--- config.mk ---
export PLATFORM = sky130hd
export DESIGN_NAME = vga_timing_gen
export DESIGN_NICKNAME = d
export VERILOG_FILES = /design/src/rtl/vga_timing_gen.sv
export SDC_FILE = /design/constraint.sdc
export NUM_CORES = 1
export LEC_CHECK = 0
export BUFFER_PORTS_ARGS = -buffer_cell sky130_fd_sc_hd__buf_2
export CORE_MARGIN = 2
export CORE_UTILIZATION = 35
export CTS_BUF_LIST = sky130_fd_sc_hd__clkbuf_8
export DETAILED_ROUTE_END_ITERATION = 6
export GPL_TIMING_DRIVEN = 1
export SETUP_SLACK_MARGIN = 0.02
export SYNTH_ARGS = -nofsm -noshare
export SYNTH_HDL_FRONTEND = slang
export SYNTH_SLANG_ARGS = --single-unit
--- constraint.sdc ---
create_clock -name clk -period 5.1 [get_ports clk]
set_clock_uncertainty 0.05 [all_clocks]
set_input_delay 0.51 -clock clk [delete_from_list [all_inputs] [get_ports clk]]
set_output_delay 0.51 -clock clk [all_outputs]
set_load 0.02 [all_outputs]
--- src/rtl/vga_timing_gen.sv ---
// Raster timing generator: pixel-enable divider, h/v counters, registered sync/enable/start decodes
// and a frame counter over a parametrised active/porch/sync layout.
module vga_timing_gen #(
    parameter int unsigned H_ACTIVE = 640,
    parameter int unsigned H_FP     = 16,
    parameter int unsigned H_SYNC   = 96,
    parameter int unsigned H_BP     = 48,
    parameter int unsigned V_ACTIVE = 480,
    parameter int unsigned V_FP     = 10,
    parameter int unsigned V_SYNC   = 2,
    parameter int unsigned V_BP     = 33,
    parameter bit          HS_POL   = 1'b0,
    parameter bit          VS_POL   = 1'b0,
    parameter int unsigned CLK_DIV  = 2,
    parameter int unsigned CW       = 10
) (
    input  logic          clk,
    input  logic          reset,
    input  logic          en,
    output logic          pix_en,
    output logic [CW-1:0] hcount,
    output logic [CW-1:0] vcount,
    output logic          hsync,
    output logic          vsync,
    output logic          display_on,
    output logic          line_start,
    output logic          frame_start,
    output logic [7:0]    frame_cnt
);

    localparam int unsigned H_TOTAL = H_ACTIVE + H_FP + H_SYNC + H_BP;
    localparam int unsigned V_TOTAL = V_ACTIVE + V_FP + V_SYNC + V_BP;
    localparam int unsigned HS_BEG  = H_ACTIVE + H_FP;
    localparam int unsigned HS_END  = H_ACTIVE + H_FP + H_SYNC;
    localparam int unsigned VS_BEG  = V_ACTIVE + V_FP;
    localparam int unsigned VS_END  = V_ACTIVE + V_FP + V_SYNC;
    localparam int unsigned DW      = (CLK_DIV > 1) ? $clog2(CLK_DIV) : 1;

    localparam logic [DW-1:0] DIV_LAST = DW'(CLK_DIV - 1);
    localparam logic [CW-1:0] H_LAST   = CW'(H_TOTAL - 1);
    localparam logic [CW-1:0] V_LAST   = CW'(V_TOTAL - 1);

    if (CLK_DIV < 1) begin : g_div_check
        $error("vga_timing_gen: CLK_DIV must be at least 1");
    end
    if ((H_TOTAL > (32'd1 << CW)) || (V_TOTAL > (32'd1 << CW))) begin : g_cw_check
        $error("vga_timing_gen: CW too narrow for H_TOTAL-1 / V_TOTAL-1");
    end

    logic [DW-1:0] div_cnt;
    logic          started;
    logic          step;
    logic [CW-1:0] h_nxt;
    logic [CW-1:0] v_nxt;
    logic          f_wrap;
    logic          hs_act;
    logic          vs_act;
    logic          de_nxt;

    assign step = pix_en & en;

    always_ff @(posedge clk or negedge reset) begin
        if (!reset) begin
            div_cnt <= '0;
            pix_en  <= 1'b0;
        end else if (en) begin
            pix_en  <= (div_cnt == DIV_LAST);
            div_cnt <= (div_cnt == DIV_LAST) ? '0 : div_cnt + 1'b1;
        end else begin
            pix_en  <= 1'b0;
        end
    end

    // Decodes are taken from the next count values so they land on the same edge as the counters.
    always_comb begin
        h_nxt  = hcount;
        v_nxt  = vcount;
        f_wrap = 1'b0;
        if (!started) begin
            h_nxt = '0;
            v_nxt = '0;
        end else if (hcount == H_LAST) begin
            h_nxt = '0;
            if (vcount == V_LAST) begin
                v_nxt  = '0;
                f_wrap = 1'b1;
            end else begin
                v_nxt = vcount + 1'b1;
            end
        end else begin
            h_nxt = hcount + 1'b1;
        end
        hs_act = (32'(h_nxt) >= HS_BEG) && (32'(h_nxt) < HS_END);
        vs_act = (32'(v_nxt) >= VS_BEG) && (32'(v_nxt) < VS_END);
        de_nxt = (32'(h_nxt) < H_ACTIVE) && (32'(v_nxt) < V_ACTIVE);
    end

    always_ff @(posedge clk or negedge reset) begin
        if (!reset) begin
            started     <= 1'b0;
            hcount      <= '0;
            vcount      <= '0;
            hsync       <= ~HS_POL;
            vsync       <= ~VS_POL;
            display_on  <= 1'b0;
            line_start  <= 1'b0;
            frame_start <= 1'b0;
            frame_cnt   <= '0;
        end else if (step) begin
            started     <= 1'b1;
            hcount      <= h_nxt;
            vcount      <= v_nxt;
            hsync       <= hs_act ? HS_POL : ~HS_POL;
            vsync       <= vs_act ? VS_POL : ~VS_POL;
            display_on  <= de_nxt;
            line_start  <= (h_nxt == '0);
            frame_start <= (h_nxt == '0) && (v_nxt == '0);
            if (f_wrap) begin
                frame_cnt <= frame_cnt + 1'b1;
            end
        end
    end

endmodule

**Word-level counts from Yosys, hierarchy flattened**

Cells that the tools add are included.
W data, S select, Z words.

- Output and inout port bits: 34
- Bits in registers: 36
- Input bits: 3

- Reduce and logical (&&, ||, !) cells: 7
- Magnitude comparators: 6
- Bitwise logic cells: 1
- Add/subtract/negate cells: 4
- Equal/unequal tests: 2
- Muxes and demuxes: 12

Operators with widths:

| kind | number |
|---|---|
| $mux W10 | 5 |
| $add A10 B1 Y10 const B | 2 |
| $eq A10 B10 Y1 const B | 2 |
| $logic_not A10 Y1 | 2 |
| $lt A10 B10 Y1 const B | 2 |
| $lt A10 B9 Y1 const B | 2 |
| $ge A10 B10 Y1 const B | 1 |
| $ge A10 B9 Y1 const B | 1 |
| $add A8 B1 Y8 const B | 1 |
| $mux W1 | 7 |
| $logic_and A1 B1 Y1 | 4 |
| $reduce_and A2 Y1 | 1 |
| $add A1 B1 Y1 const B | 1 |
| $and A1 B1 Y1 | 1 |

**Logic depth before layout (Yosys ltp)**

- Depth in word-level cells: 7
- Mapped depth: 9
- Mapped depth without buffers: 8

**Least setup slack after synthesis**

Ideal clock, no wire load.

- Path kind: register to register
- From: reg hcount[1]
- To: reg frame_start
- Arrival time: 2.080 ns
- Cell stages (with the launch flop): 8
- Buffers on the path: 0
- Library setup time: 0.121 ns
- Slack: 2.849 ns
- Period minus slack after synthesis: 2.251 ns
- Cells stage by stage: dfrtp_1 -> ha_1 -> and4_4 -> nand4_4 -> or4_4 -> o211ai_2 -> o31ai_1 -> a22o_1

- Longest elaborated chain between the ends: 5

Ends and longest elaborated chain:

| what | line | source |
|---|---|---|
| start, declared | 21 | `output logic [CW-1:0] hcount,` |
| start signal, assigned | 111 | `hcount <= h_nxt;` |
| $add A10 B1 Y10 or $eq A10 B10 Y1 (tied branches) | 91, 82 |  |
| $mux W10 | 82 | `end else if (hcount == H_LAST) begin` |
| $mux W10 | 79 | `if (!started) begin` |
| $logic_not A10 Y1 | 117 | `frame_start <= (h_nxt == '0) && (v_nxt == '0);` |
| $logic_and A1 B1 Y1 * | 117 |  |
| end signal, assigned | 117 |  |
| end, declared | 27 | `output logic frame_start,` |

Every way passes the cells marked *; elsewhere a longest branch is shown, timed or not.
A chain may end at the register's enable or synchronous reset.

**Worst setup path after layout**

Ends and elaborated chain as after synthesis.

==> results_dict.tcl <==
set metrics [dict create \
    status "completed" \
    diodes 0 \
    first_pass_iters 4 \
    antenna_found_initial 0 \
    period_needed_ns 2.38 \
    yosysSeqAreaShare_pct 36.2 \
    die_area_um2 7820 \
    final_cell_area_um2 2720 \
    rr_endpoint "frame_start" \
    ant_nets 0 \
    cp-end-kind "register" \
    tightest_slew_ns 0.804 \
    postSynthAreaPerCell_um2 9.11 \
    place_ws_ns 2.74 \
    dpl_cell_area_um2 2600 \
    dp_hpwl_mm 4.33 \
    start_util_pct 36.5 \
    overflow 0 \
    cp-start-kind "register" \
    syn-num-nets 281 \
    path_clk_slew_ns 0.08 \
    finalSetupViolCount 0 \
    grt.total_usage_pct 17.3 \
    synth_edf_count 0 \
    r2r_slack_ns 2.72 \
    syn_area_um2 2500 \
    synthFlopType "dfrtp_1" \
    drt_iter0_drc 244 \
    via_per_inst 5.55 \
    ios 37 \
    numCtsBuffers 5 \
    synth_warnings 0 \
    grt_pass1_vias 2086 \
    crit_path_max_incr_delay_ns 0.55 \
    crit_fanout 13 \
    slew_violations 0 \
    r2r-start "hcount[1]" \
    setup_ws_ns 2.72 \
    cap_viol_max_count 0 \
    cts_hold_buf 0 \
    htreeDepth 2 \
    cts.sink_count 36 \
    clockRootBuffer "clkbuf_8" \
    crit_required_ns 5.24 \
    tns_ns 0 \
    worst-setup-path-type "register to register" \
    port-buffer-count 36 \
    power_leakage_nw 1.18 \
    routabilityCongestion 0.874 \
    drive_above_1_share_pct 21.7 \
    drc 0 \
    async_flop_share_pct 100 \
    layoutNonFillerInstCount 391 \
    rsz0062_at_grt "no" \
    rows 30 \
    core_area_um2 6830 \
    power_mw 0.758 \
    placedCellCount 383 \
    hold_class "input port to async pin" \
    rr_worst_depth 7 \
    crit_arrival_ns 2.51 \
    num_vias 2170 \
    ir_drop_mv 0.142 \
    cts_resized 0 \
    cts_tree "yes" \
    syn2layout_area_growth_pct 8.92 \
    max_freq_ghz 0.421 \
    fp.dieW_um 88.5 \
    whs_ns 0.251 \
    final-hold-violation-count 0 \
    fin_util_pct 39.8 \
    synth_cells 274 \
    maxSlewHeadroom_pct 46.4 \
    path_cells "ha_1 -> and4_4 -> nand4_4 -> or4_4 -> o211ai_2 -> o31ai_1 -> a22o_1" \
    powerDensity_nw_per_um2 279 \
    die_h_um 88.5 \
    grt_pass1_wl_mm 10.6 \
    netlist-cell-type-count 59 \
    ctsLongestPathBuffers 2 \
    fin_nets 301 \
    grt_max_degree 37 \
    wirelength_mm 6.16 \
    worstSkewPairLatency_ns 0.29 \
    cp_slowest_cell "or4_4" \
    period_share_pct 46.6 \
    synth-seq-cells 36 \
    wl_per_cell_um 15.7 \
    post_cts_buffers 0 \
]
cells in the final DEF (no fill, tap or decap), types with 8 or more instances in the layout:
cell / n
nand4_1: 10
o21ai_0: 18
nand3_1: 13
nand2_1: 35
buf_2: 36
a21oi_1: 14
nor2_1: 10
dfrtp_1: 34
and2_1: 8
o31ai_1: 9
how the worst max path moves through the flow:
| stage | from | to | slack, ns | cells after the start |
|---|---|---|---|---|
| finish | hcount[1] | frame_start | 2.72 | 7 |
| global route | hcount[1] | vsync | 2.55 | 7 |
| CTS | hcount[1] | frame_start | 2.75 | 7 |
| detailed placement | en | frame_cnt[5] | 2.74 | 6 |
| global placement | en | frame_cnt[5] | 2.77 | 6 |
| floorplan | hcount[1] | frame_start | 2.85 | 7 |
area by class of cell:
| class | instances | area (um2) |
|---|---|---|
| fillers | 715 | 4110 |
| multi-input cells | 210 | 1380 |
| flip-flops and latches | 36 | 903 |
| repair buffers | 36 | 180 |
| well taps | 96 | 120 |
| clock buffers | 5 | 68.8 |
| clock inverters | 3 | 46.3 |
| inverters | 5 | 18.8 |
per-layer routing:
layer | wire [um] | vias to the layer above | GRT usage, %
met1 | 2930 | 1040 | 24.4
li1 | - | 1057 | -
met5 | 0 | - | 0
met3 | 364 | 10 | 3.73
met2 | 2780 | 63 | 26.7
met4 | 85 | 0 | 5.10
report_power, final:
part | total, mW | switching (mW) | internal (mW)
Combinational | 0.145 | 0.0959 | 0.0492
Clock | 0.262 | 0.115 | 0.147
Sequential | 0.350 | 0.0386 | 0.312
logic make-up (layout without fill, tap and decap cells):
logic type,count (synthesis),in the layout,synth area share (%)
simple gates,117,117,27.6
compound gates,75,75,20.7
flops,36,36,36.2
buf+inv,28,49,8.47
xor+xnor,12,12,4.21
fa+ha+maj,4,4,2.01
mux,2,2,0.852
cells in the mapped netlist, drive strengths merged (2+ instances only):
cell	count	share of area, %
and4	3	1.2
o22ai	3	0.75
a22oi	2	0.60
o41ai	7	3.1
and3	9	2.4
o21ai	20	4.2
ha	4	2.0
nand3	15	3.7
xor2	5	1.8
inv	5	0.75
a21oi	15	3.5
nand2	36	5.5
nor2	11	2.3
a21o	4	1.2
clkbuf	16	5.2
or4	2	0.75
and2	8	2.0
o31ai	9	2.7
nor3	7	1.4
nor3b	2	0.60
nand4	11	3.4
dfrtp	34	34
buf	7	2.5
dfstp	2	2.1
nand2b	3	0.75
nor4	6	2.1
xnor2	7	2.5
a31oi	7	1.8
flip-flops by register name, indices dropped and copies added, names as in the netlist:
name,flops
line_start,1
vsync,1
display_on,1
hsync,1
frame_start,1
div_cnt,1
vcount,10
hcount,10
pix_en,1
started,1
frame_cnt,8
worst max-delay path: cells and delay by family, from the launching register on:
family                   cells  cell delay (ns)
AND/OR/NAND/NOR              3             1.05
flip-flops                   1             0.45
AO/OA/AOI/OAI                3             0.40
adder cells (fa/ha/maj)      1             0.32
(Power assumes the default switching activity.)
